$ cat src/rtl/agc_scaler_if.sv
// agc_scaler_if: FS01/control inputs and divider-chain outputs of agc_scaler.
// SCAFST exists only when AGC_SCALER_FASTADV_EN is defined.
interface agc_scaler_if #(parameter int STAGES = 17);
    logic              FS01;
    logic              SCAINH;
    logic              SCACLR;
`ifdef AGC_SCALER_FASTADV_EN
    logic              SCAFST;
`endif
    logic [STAGES-1:0] FS;
    logic [STAGES-1:0] FA;
    logic [STAGES-1:0] FB;
    logic              SCAWRP;
    logic              FS01_D;
    modport master (
`ifdef AGC_SCALER_FASTADV_EN
        output SCAFST,
`endif
        output FS01, SCAINH, SCACLR,
        input  FS, FA, FB, SCAWRP, FS01_D
    );
    modport slave (
`ifdef AGC_SCALER_FASTADV_EN
        input  SCAFST,
`endif
        input  FS01, SCAINH, SCACLR,
        output FS, FA, FB, SCAWRP, FS01_D
    );
endinterface

$ cat src/rtl/agc_scaler.sv
// agc_scaler: FS01-rise-driven binary divider chain with rise/fall strobes and wrap flag.
// AGC_SCALER_FASTADV_EN adds SCAFST, advancing the chain on every CLOCK edge.
module agc_scaler #(
    parameter int STAGES = 17
) (
    input logic         CLOCK,
    input logic         rst,
    agc_scaler_if.slave bus
);
    logic [STAGES-1:0] cnt_q, cnt_d, fa_q, fb_q;
    logic              fs01_d_q, armed_q, wrp_q;
    logic              rise, adv, fst;
    always_comb begin
`ifdef AGC_SCALER_FASTADV_EN
        fst = bus.SCAFST;
`else
        fst = 1'b0;
`endif
        rise  = bus.FS01 & ~fs01_d_q & armed_q;
        adv   = ~bus.SCAINH & (fst | rise);
        cnt_d = bus.SCACLR ? '0 : adv ? cnt_q + STAGES'(1) : cnt_q;
    end
    // armed_q blocks counting an FS01 that was already high when reset ended
    always_ff @(posedge CLOCK) begin
        if (rst) begin
            cnt_q    <= '0;
            fa_q     <= '0;
            fb_q     <= '0;
            wrp_q    <= 1'b0;
            fs01_d_q <= 1'b0;
            armed_q  <= ~bus.FS01;
        end else begin
            cnt_q    <= cnt_d;
            fa_q     <= cnt_d & ~cnt_q;
            fb_q     <= cnt_q & ~cnt_d;
            wrp_q    <= ~bus.SCACLR & adv & (&cnt_q);
            fs01_d_q <= bus.FS01;
            armed_q  <= armed_q | ~bus.FS01;
        end
    end
    assign bus.FS     = cnt_q;
    assign bus.FA     = fa_q;
    assign bus.FB     = fb_q;
    assign bus.SCAWRP = wrp_q;
    assign bus.FS01_D = fs01_d_q;
endmodule

$ cat src/flat_wrapper.sv
// flat-port wrapper written by rule: the top's interface ports become plain ports
module agc_scaler_flat 
#(
    parameter int STAGES = 17
)
  (CLOCK, rst, bus_FS01, bus_SCAINH, bus_SCACLR, bus_FS, bus_FA, bus_FB, bus_SCAWRP, bus_FS01_D);
  agc_scaler_if #(.STAGES(STAGES)) bus_i ();
  input logic CLOCK;
  input logic rst;
  input wire logic [$bits(bus_i.FS01)-1:0] bus_FS01;
  input wire logic [$bits(bus_i.SCAINH)-1:0] bus_SCAINH;
  input wire logic [$bits(bus_i.SCACLR)-1:0] bus_SCACLR;
  output wire logic [$bits(bus_i.FS)-1:0] bus_FS;
  output wire logic [$bits(bus_i.FA)-1:0] bus_FA;
  output wire logic [$bits(bus_i.FB)-1:0] bus_FB;
  output wire logic [$bits(bus_i.SCAWRP)-1:0] bus_SCAWRP;
  output wire logic [$bits(bus_i.FS01_D)-1:0] bus_FS01_D;
  assign bus_i.FS01 = bus_FS01;
  assign bus_i.SCAINH = bus_SCAINH;
  assign bus_i.SCACLR = bus_SCACLR;
  assign bus_FS = bus_i.FS;
  assign bus_FA = bus_i.FA;
  assign bus_FB = bus_i.FB;
  assign bus_SCAWRP = bus_i.SCAWRP;
  assign bus_FS01_D = bus_i.FS01_D;
  agc_scaler #(.STAGES(STAGES)) u_core (.CLOCK(CLOCK), .rst(rst), .bus(bus_i));
endmodule
$ cat config.mk
export PLATFORM = sky130hd
export DESIGN_NAME = agc_scaler_flat
export DESIGN_NICKNAME = d
export VERILOG_FILES = /design/src/rtl/agc_scaler_if.sv /design/src/rtl/agc_scaler.sv /design/src/flat_wrapper.sv
export SDC_FILE = /design/constraint.sdc
export NUM_CORES = 1
export LEC_CHECK = 0
export ABC_AREA = 1
export CAP_MARGIN = 20
export CORE_AREA = 2 2 71 73
export DETAILED_ROUTE_END_ITERATION = 8
export DIE_AREA = 0 0 73 75
export HOLD_SLACK_MARGIN = 0.12
export PLACE_DENSITY = 0.76
export SLEW_MARGIN = 20
export SYNTH_ARGS = -nofsm -noshare
export SYNTH_HDL_FRONTEND = slang
export SYNTH_SLANG_ARGS = --single-unit
export TNS_END_PERCENT = 5
$ cat constraint.sdc
create_clock -name CLOCK -period 1.9 [get_ports CLOCK]
set_input_delay 0.475 -clock CLOCK [delete_from_list [all_inputs] [get_ports CLOCK]]
set_output_delay 0.475 -clock CLOCK [all_outputs]
set_load 0.005 [all_outputs]
======== Word-level counts from Yosys, hierarchy flattened ========
Index checks and enable logic that the tools add are counted.
word-level totals
  bits of input ports ..................... 5
  output and inout port bits .............. 53
  register bits after elaboration ......... 54
  bits in read-only memories .............. 0
  memory bits (writable) .................. 0
  memories kept ........................... 0
  latch bits .............................. 0
operators by class
  add/subtract/negate cells ............... 1
  divide/modulo/power cells ............... 0
  muxes and demuxes ....................... 3
  shift operators ......................... 0
  $mul .................................... 0
  $lt $le $gt $ge ......................... 0
  equality and inequality tests ........... 0
  reductions and logical operators ........ 1
  bitwise gates (word level) .............. 14
operators with widths
  cell                     number
  $and A17 B17 Y17         2
  $mux W17                 2
  $not A17 Y17             2
  $add A17 B1 Y17 const B  1
  $reduce_and A17 Y1       1
  $and A1 B1 Y1            5
  $not A1 Y1               4
  $mux W1                  1
  $or A1 B1 Y1             1

======== Depth between registers and ports, before layout ========
Gate-level depths: netlist (run 1).
  word-level depth ........................ 8
  depth in mapped cells ................... 9
  gate-level depth less buffers ........... 9

======== Worst setup path before layout (run 1) ========
No wires, ideal clock.
  path type ............................... register -> register
  from .................................... register u_core.cnt_q[0], in the netlist u_core.bus.FS[0]
  to ...................................... register u_core.fb_q[16], in the netlist u_core.bus.FB[16]
  setup slack ............................. 233 ps
  cell stages (with the launch flop) ...... 10
  period minus slack after synthesis ...... 1,667 ps
  library setup time ...................... 65 ps
  arrival ................................. 1,602 ps
  cells stage by stage .................... dfxtp_1 ha_1 nand3_2 inv_2 nand2_4 nor3_1 ha_1 o21ai_0 nand2_1 nor2_1
between the ends
  cells in the longest elaborated chain, start to end .. 5
RTL lines
  item                    RTL line          RTL
  from (decl)             agc_scaler.sv:10  logic [STAGES-1:0] cnt_q, cnt_d, fa_q, fb_q;
  from (signal assigned)  agc_scaler.sv:33  cnt_q <= cnt_d;
  $add A17 B1 Y17         agc_scaler.sv:21  cnt_d = bus.SCACLR ? '0 : adv ? cnt_q + STAGES'(1) : cnt_q;
  $mux W17 (2 in series)  agc_scaler.sv:21
  $not A17 Y17            agc_scaler.sv:35  fb_q <= cnt_q & ~cnt_d;
  $and A17 B17 Y17        agc_scaler.sv:35
  to (signal assigned)    agc_scaler.sv:35
  to (decl)               agc_scaler.sv:10
No other way between the ends.
A chain may end at the register's enable or synchronous reset.

======== Worst setup path after layout (run 1) ========
  from .................................... register u_core.cnt_q[5], in the netlist u_core.bus.FS[5]
  to ...................................... output port bus_FS[5]
RTL lines
  item       RTL line            RTL
  to (decl)  flat_wrapper.sv:13  output wire logic [$bits(bus_i.FS)-1:0] bus_FS;
No word-level cell between the ends.

==> impl_metrics.tcl, run 1 <==
set metrics [dict create \
    status "finished clean" \
    max_freq_ghz 0.541 \
    synth_top_area_cell "dfxtp_1" \
    htree_num_levels 2 \
    clk_latency_ns 0.31 \
    synth_fa_ha_area_share_pct 1.17 \
    grt.met1_usage_pct 27.4 \
    cts_hold_buf 0 \
    ys_ff_latch 54 \
    grtUsageMet2_pct 31.7 \
    ir_worst_vdd_mv 0.390 \
    clkSinkCount 54 \
    vias 2022 \
    yosysTopAreaCellShare_pct 50.3 \
    power_switching_share_pct 22.8 \
    synth_top_family_by_area "simple AND/OR/NAND/NOR gates" \
    post_drt_wl_per_cell_um 12.7 \
    pwr-share-seq_pct 59.9 \
    reg2reg_to "u_core.bus.FB[16]" \
    area_growth_syn_to_layout_pct 41.2 \
    critPathKind "reg2out" \
    nFillCells 395 \
    initialDrtViolationCount 177 \
    placed_cell_area_um2 2930 \
    critPathMaxStageDelay_ns 0.51 \
    r2r_start "u_core.bus.FS[0]" \
    clkPwrFrac_pct 34.6 \
    power.switching_mw 0.435 \
    worstMarginPinSlew_ns 0.538 \
    clk_pin_slew_ns 0.09 \
    die-width_um 73 \
    crit_fanout 5 \
    worstPathArrival_ns 1.37 \
    busiest_layer "met2" \
    cts_root_buf "clkbuf_8" \
    synth_simple_gate_area_share_pct 30.9 \
    yosysSeqAreaShare_pct 50.3 \
    stdcell_area_um2 3030 \
    dr.pass1.iters 4 \
    required_ns 1.42 \
    path_cells "buf_4 > clkdlybuf4s50_1" \
    cts_tree "done" \
    reg2reg_slack_ns 0.14 \
    avgViaCountPerCell 4.93 \
    synth_mux_area_share_pct 0 \
    netlist_instances 274 \
    p_leak_nw 1.35 \
    worstHoldEndpoint "u_core.bus.FB[16]" \
    finalSetupViolations 0 \
    slew_headroom_pct 64.1 \
    syn_nets 281 \
    period_minus_slack_ns 1.85 \
    drt-total-wl_mm 5.19 \
    fin_hold_ws_ns 0.511 \
    min_path_cells 2 \
    postRouteAntennaNets 0 \
    met3_usage_pct 4.42 \
    syn_avg_cell_area_um2 7.84 \
    grt_pass1_vias 1855 \
    period_share_pct 97.3 \
    place.gp.congestion 0.866 \
    io_buffers 57 \
    grt_max_degree 18 \
    dieArea_um2 5480 \
    fin_skew_ns 0.00883 \
    endpoint_kind "output port" \
    antenna_found_initial 0 \
    p_int_mw 1.47 \
    synth_cell_types 27 \
    synthTopCellsByArea "dfxtp_1 50%, inv_1 7.7%, nand2_1 7.2%, nor2_1 6.8%, nand3_1 3.7%" \
    initial_core_util_pct 46.1 \
    layout_commonest_cell "clkdlybuf4s50_1" \
    grt_first_pass_wirelength_mm 8.56 \
    worstHoldStart "u_core.bus.FS[16]" \
    dpl.hpwl_mm 3.87 \
    drc_errors 0 \
    p_total_mw 1.91 \
    start_kind "register" \
    pwr-share-comb_pct 5.4 \
    hp-class "reg2reg" \
    io_pins 58 \
    slew_viol_final 0 \
    grt_setup_unrepaired "false" \
    max-clock-path-buffers 2 \
    final_cell_mix "57 x clkdlybuf4s50_1, 54 x dfxtp_1, 44 x inv_1, 41 x nand2_1, 39 x nor2_1" \
    rows 25 \
    die_y_um 75 \
    synth_warnings 0 \
    worstRegToRegCells 10 \
    cts_made_buffers 5 \
    core_um2 4660 \
    synth_compound_area_share_pct 7.58 \
    grt-ovfl-total 0 \
    crit_slowest_cell "clkdlybuf4s50_1" \
    hold_violations 0 \
    synth_xor_area_share_pct 0 \
    maxCapViolations 0 \
    synthesis.area_um2 2150 \
    grt_usage_pct 20.3 \
    n_antenna_cell 0 \
    powerDensity_nw_per_um2 629 \
    final_core_util_pct 65.0 \
    layout.nets 362 \
    final_layout_size_suffix_gt1_share_pct 15.7 \
]
worst max-delay path by stage:
stage,startpoint,to,slack (ns)
after global placement,bus_FS01,u_core.bus.FS[11],0.02
final,u_core.bus.FS[5],bus_FS[5],0.05
after detailed placement,bus_SCAINH,u_core.bus.FS[13],-0.02
after floorplan,u_core.bus.FS[0],u_core.bus.FB[16],0.23
after CTS,u_core.bus.FS[5],bus_FS[5],0.06
after global routing,u_core.bus.FS[0],u_core.bus.FB[16],0.0007
metrics by stage:
stage	setup slack, ns	instances	TNS [ns]
floorplan	0.233	274	0
global placement	0.0237	402	0
global route	0.000691	410	0
finish	0.0513	410	0
CTS	0.0611	410	0
detailed placement	-0.0204	402	-0.0447
critical path, delay by kind of cell, from the launching register on:
kind     cells  cell delay [ns]
buf+inv      2             0.68
flops        1             0.39
cell usage after synthesis:
master,instances
a211oi_1,4
buf_2,4
dfxtp_1,54
nand2_1,41
nor4_2,1
inv_1,44
nand4_1,10
nand3b_1,2
buf_1,1
inv_2,3
nor2_8,1
o21ai_1,7
nor2_4,4
nor2_1,39
nor3_1,4
clkbuf_1,2
nand2_4,2
buf_4,1
nand2_2,6
o211ai_1,1
nand3_2,1
nor2_2,4
o21ai_0,10
nand3_1,16
a21oi_1,8
ha_1,2
and3_1,2
state kept, by name, summed over array words and instances, names as in the netlist:
signal,cells
u_core.bus.FB,17
u_core.armed_q,1
u_core.bus.FA,17
u_core.bus.FS,17
u_core.bus.SCAWRP,1
u_core.bus.FS01_D,1
cells by family after synthesis:
logic type	count (synthesis)
simple gates	133
buf+inv	55
flops	54
compound gates	30
fa+ha+maj	2
final cells by class:
| class | count | area, um2 | area share [%] |
|---|---|---|---|
| clock buffers | 6 | 82.6 | 2.72 |
| inverters | 47 | 176 | 5.82 |
| repair buffers | 82 | 758 | 25.0 |
| multi-input cells | 165 | 853 | 28.1 |
| clock inverters | 2 | 12.5 | 0.413 |
| well taps | 54 | 67.6 | 2.23 |
| flip-flops and latches | 54 | 1080 | 35.7 |
what timing repair did:
item                       CTS  global route
resized for setup            0             1
setup endpoints to repair    0             1
buffers inserted             0             0
routing by layer:
layer / vias to the layer above / routed length (um)
met5: - / 0
met1: 937 / 2460
met4: 0 / 79
li1: 1021 / -
met2: 57 / 2410
met3: 7 / 237
power by group through the flow:
| stage | Combinational [mW] | Sequential [mW] | Clock [mW] |
|---|---|---|---|
| 2_1_floorplan | 0.0509 | 1.17 | 0 |
| 3_3_place_gp | 0.100 | 1.17 | 0 |
| 6_report | 0.104 | 1.14 | 0.661 |
| 3_5_place_dp | 0.102 | 1.17 | 0 |
| 4_1_cts | 0.102 | 1.14 | 0.669 |
| 5_1_grt | 0.112 | 1.14 | 0.717 |
(Power assumes the default switching activity.)
==> run 2, diff against run 1 <==
--- a/config.mk
+++ b/config.mk
@@ -7,11 +7,11 @@
 export LEC_CHECK = 0
 export ABC_AREA = 1
 export CAP_MARGIN = 20
-export CORE_AREA = 2 2 71 73
+export CORE_AREA = 2 2 74 76
 export DETAILED_ROUTE_END_ITERATION = 8
-export DIE_AREA = 0 0 73 75
+export DIE_AREA = 0 0 76 78
 export HOLD_SLACK_MARGIN = 0.12
-export PLACE_DENSITY = 0.76
+export PLACE_DENSITY = 0.74
 export SLEW_MARGIN = 20
 export SYNTH_ARGS = -nofsm -noshare
 export SYNTH_HDL_FRONTEND = slang
==> constraint.sdc (replaced) <==
create_clock -name CLOCK -period 1.5 [get_ports CLOCK]
set_input_delay 0.375 -clock CLOCK [delete_from_list [all_inputs] [get_ports CLOCK]]
set_output_delay 0.375 -clock CLOCK [all_outputs]
set_load 0.005 [all_outputs]
==> impl_metrics.tcl, run 2 (synthesis gave the netlist of run 1 again) <==
set metrics [dict create \
    status "finished clean" \
    p_total_mw 2.33 \
    final_core_util_pct 65.5 \
    die-width_um 76 \
    clkPwrFrac_pct 31.6 \
    start_kind "register" \
    post_drt_wl_per_cell_um 12.0 \
    grt_first_pass_wirelength_mm 8.19 \
    r2r_start "u_core.bus.FS[0]" \
    fin_hold_ws_ns 0.515 \
    pwr-share-comb_pct 6.4 \
    avgViaCountPerCell 4.58 \
    endpoint_kind "register" \
    dr.pass1.iters 4 \
    grt_max_degree 21 \
    hp-class "reg2reg" \
    p_int_mw 1.83 \
    max_freq_ghz 0.676 \
    drt-total-wl_mm 5.33 \
    grt-ovfl-total 0 \
    worstHoldStart "u_core.armed_q" \
    crit_fanout 3 \
    grt_usage_pct 17.4 \
    rows 26 \
    dpl.hpwl_mm 3.88 \
    nFillCells 438 \
    clk_latency_ns 0.30 \
    grt_setup_unrepaired "true" \
    fin_skew_ns 0.00504 \
    pwr-share-seq_pct 62.0 \
    placed_cell_area_um2 3090 \
    fin_cells 443 \
    dp_cells 433 \
    period_share_pct 98.6 \
    power_switching_share_pct 21.7 \
    layout.nets 380 \
    period_minus_slack_ns 1.48 \
    n_antenna_cell 0 \
    area_growth_syn_to_layout_pct 53.8 \
    slew_viol_final 0 \
    vias 2031 \
    cts_tree "done" \
    drc_errors 0 \
    clk_pin_slew_ns 0.09 \
    worst_slack_ns 0.0217 \
    initialDrtViolationCount 210 \
    required_ns 1.74 \
    dieArea_um2 5930 \
    io_buffers 57 \
    final_layout_size_suffix_gt1_share_pct 25.7 \
    critPathKind "reg2reg" \
    place.gp.congestion 0.868 \
    clkSinkCount 54 \
    powerDensity_nw_per_um2 707 \
    slew_headroom_pct 78.6 \
    io_pins 58 \
    htree_num_levels 2 \
    crit_path_start "u_core.bus.FS[0]" \
    ir_worst_vdd_mv 0.347 \
    grt_pass1_vias 1755 \
    max-clock-path-buffers 2 \
    power.switching_mw 0.508 \
    cts_hold_buf 0 \
    worstMarginPinSlew_ns 0.320 \
    finalSetupViolations 0 \
    cts_made_buffers 5 \
    hold_violations 0 \
    final_cell_mix "44 x inv_1, 42 x buf_4, 41 x nand2_1, 39 x dfxtp_1, 34 x nor2_1" \
    maxCapViolations 0 \
    layout_commonest_cell "inv_1" \
    p_leak_nw 2.06 \
    cts_root_buf "clkbuf_8" \
    pre_cts_ws_ns -0.322 \
    core_um2 5040 \
    die_y_um 78 \
    initial_core_util_pct 42.6 \
    postRouteAntennaNets 0 \
    worstPathArrival_ns 1.72 \
    stdcell_area_um2 3300 \
    antenna_found_initial 0 \
    tns_ns 0 \
]
==> run 2: cell types whose count changed in the layout (fill, tap and decap cells not counted), sizes merged <==
cell and delta:
clkinv -1, dlymetal6s2s +27, dlygate4sd2 +21, buf +18
clkbuf +1, clkdlybuf4s50 -48, clkinvlp -1
==> run 2: routing by layer <==
metal  part of all wire [%]  GRT usage [%]  vias to the layer above
met5                      0              0                        -
met4                    1.4           6.73                        0
met3                    5.8           4.30                        4
met2                     48           28.5                       55
met1                     45           22.1                      919
li1                       -              -                     1053
==> run 2: path summary, 6_finish.rpt <==
kind                  endpoint  slack [ns]  cells past startpoint
max          u_core.bus.FB[16]        0.02                      9
min             u_core.armed_q        0.52                      2
max reg2reg  u_core.bus.FB[16]        0.02                      9
min reg2reg     u_core.armed_q        0.52                      2
==> run 2: layout make-up <==
class / instances / area, um2 / share of cell area, %
repair buffers: 100 / 938 / 28.4
well taps: 70 / 87.6 / 2.65
clock buffers: 7 / 76.3 / 2.31
inverters: 47 / 179 / 5.42
flip-flops and latches: 54 / 1100 / 33.3
multi-input cells: 165 / 922 / 27.9
==> run 2: power by group through the flow <==
stage	Sequential, mW	Combinational, mW	Clock (mW)
finish	1.45	0.150	0.738
global placement	1.48	0.139	0
global route	1.45	0.160	0.820
CTS	1.45	0.140	0.769
floorplan	1.48	0.0662	0
detailed placement	1.48	0.142	0
==> run 2: what timing repair did <==
action | 4_1_cts | 5_1_grt
resized for setup | 38 | 39
pin swaps | 1 | 4
setup buffers | 0 | 3
endpoints found under the setup margin | 26 | 50
==> run 2: critical path, cell delays in order, from the launching register on <==
cell	delay [ns]
dfxtp_2	0.36
ha_4	0.16
nand3_4	0.08
inv_4	0.08
nand2_4	0.06
nor3_4	0.12
ha_1	0.26
o21ai_2	0.17
nand2_1	0.07
nor2_1	0.07
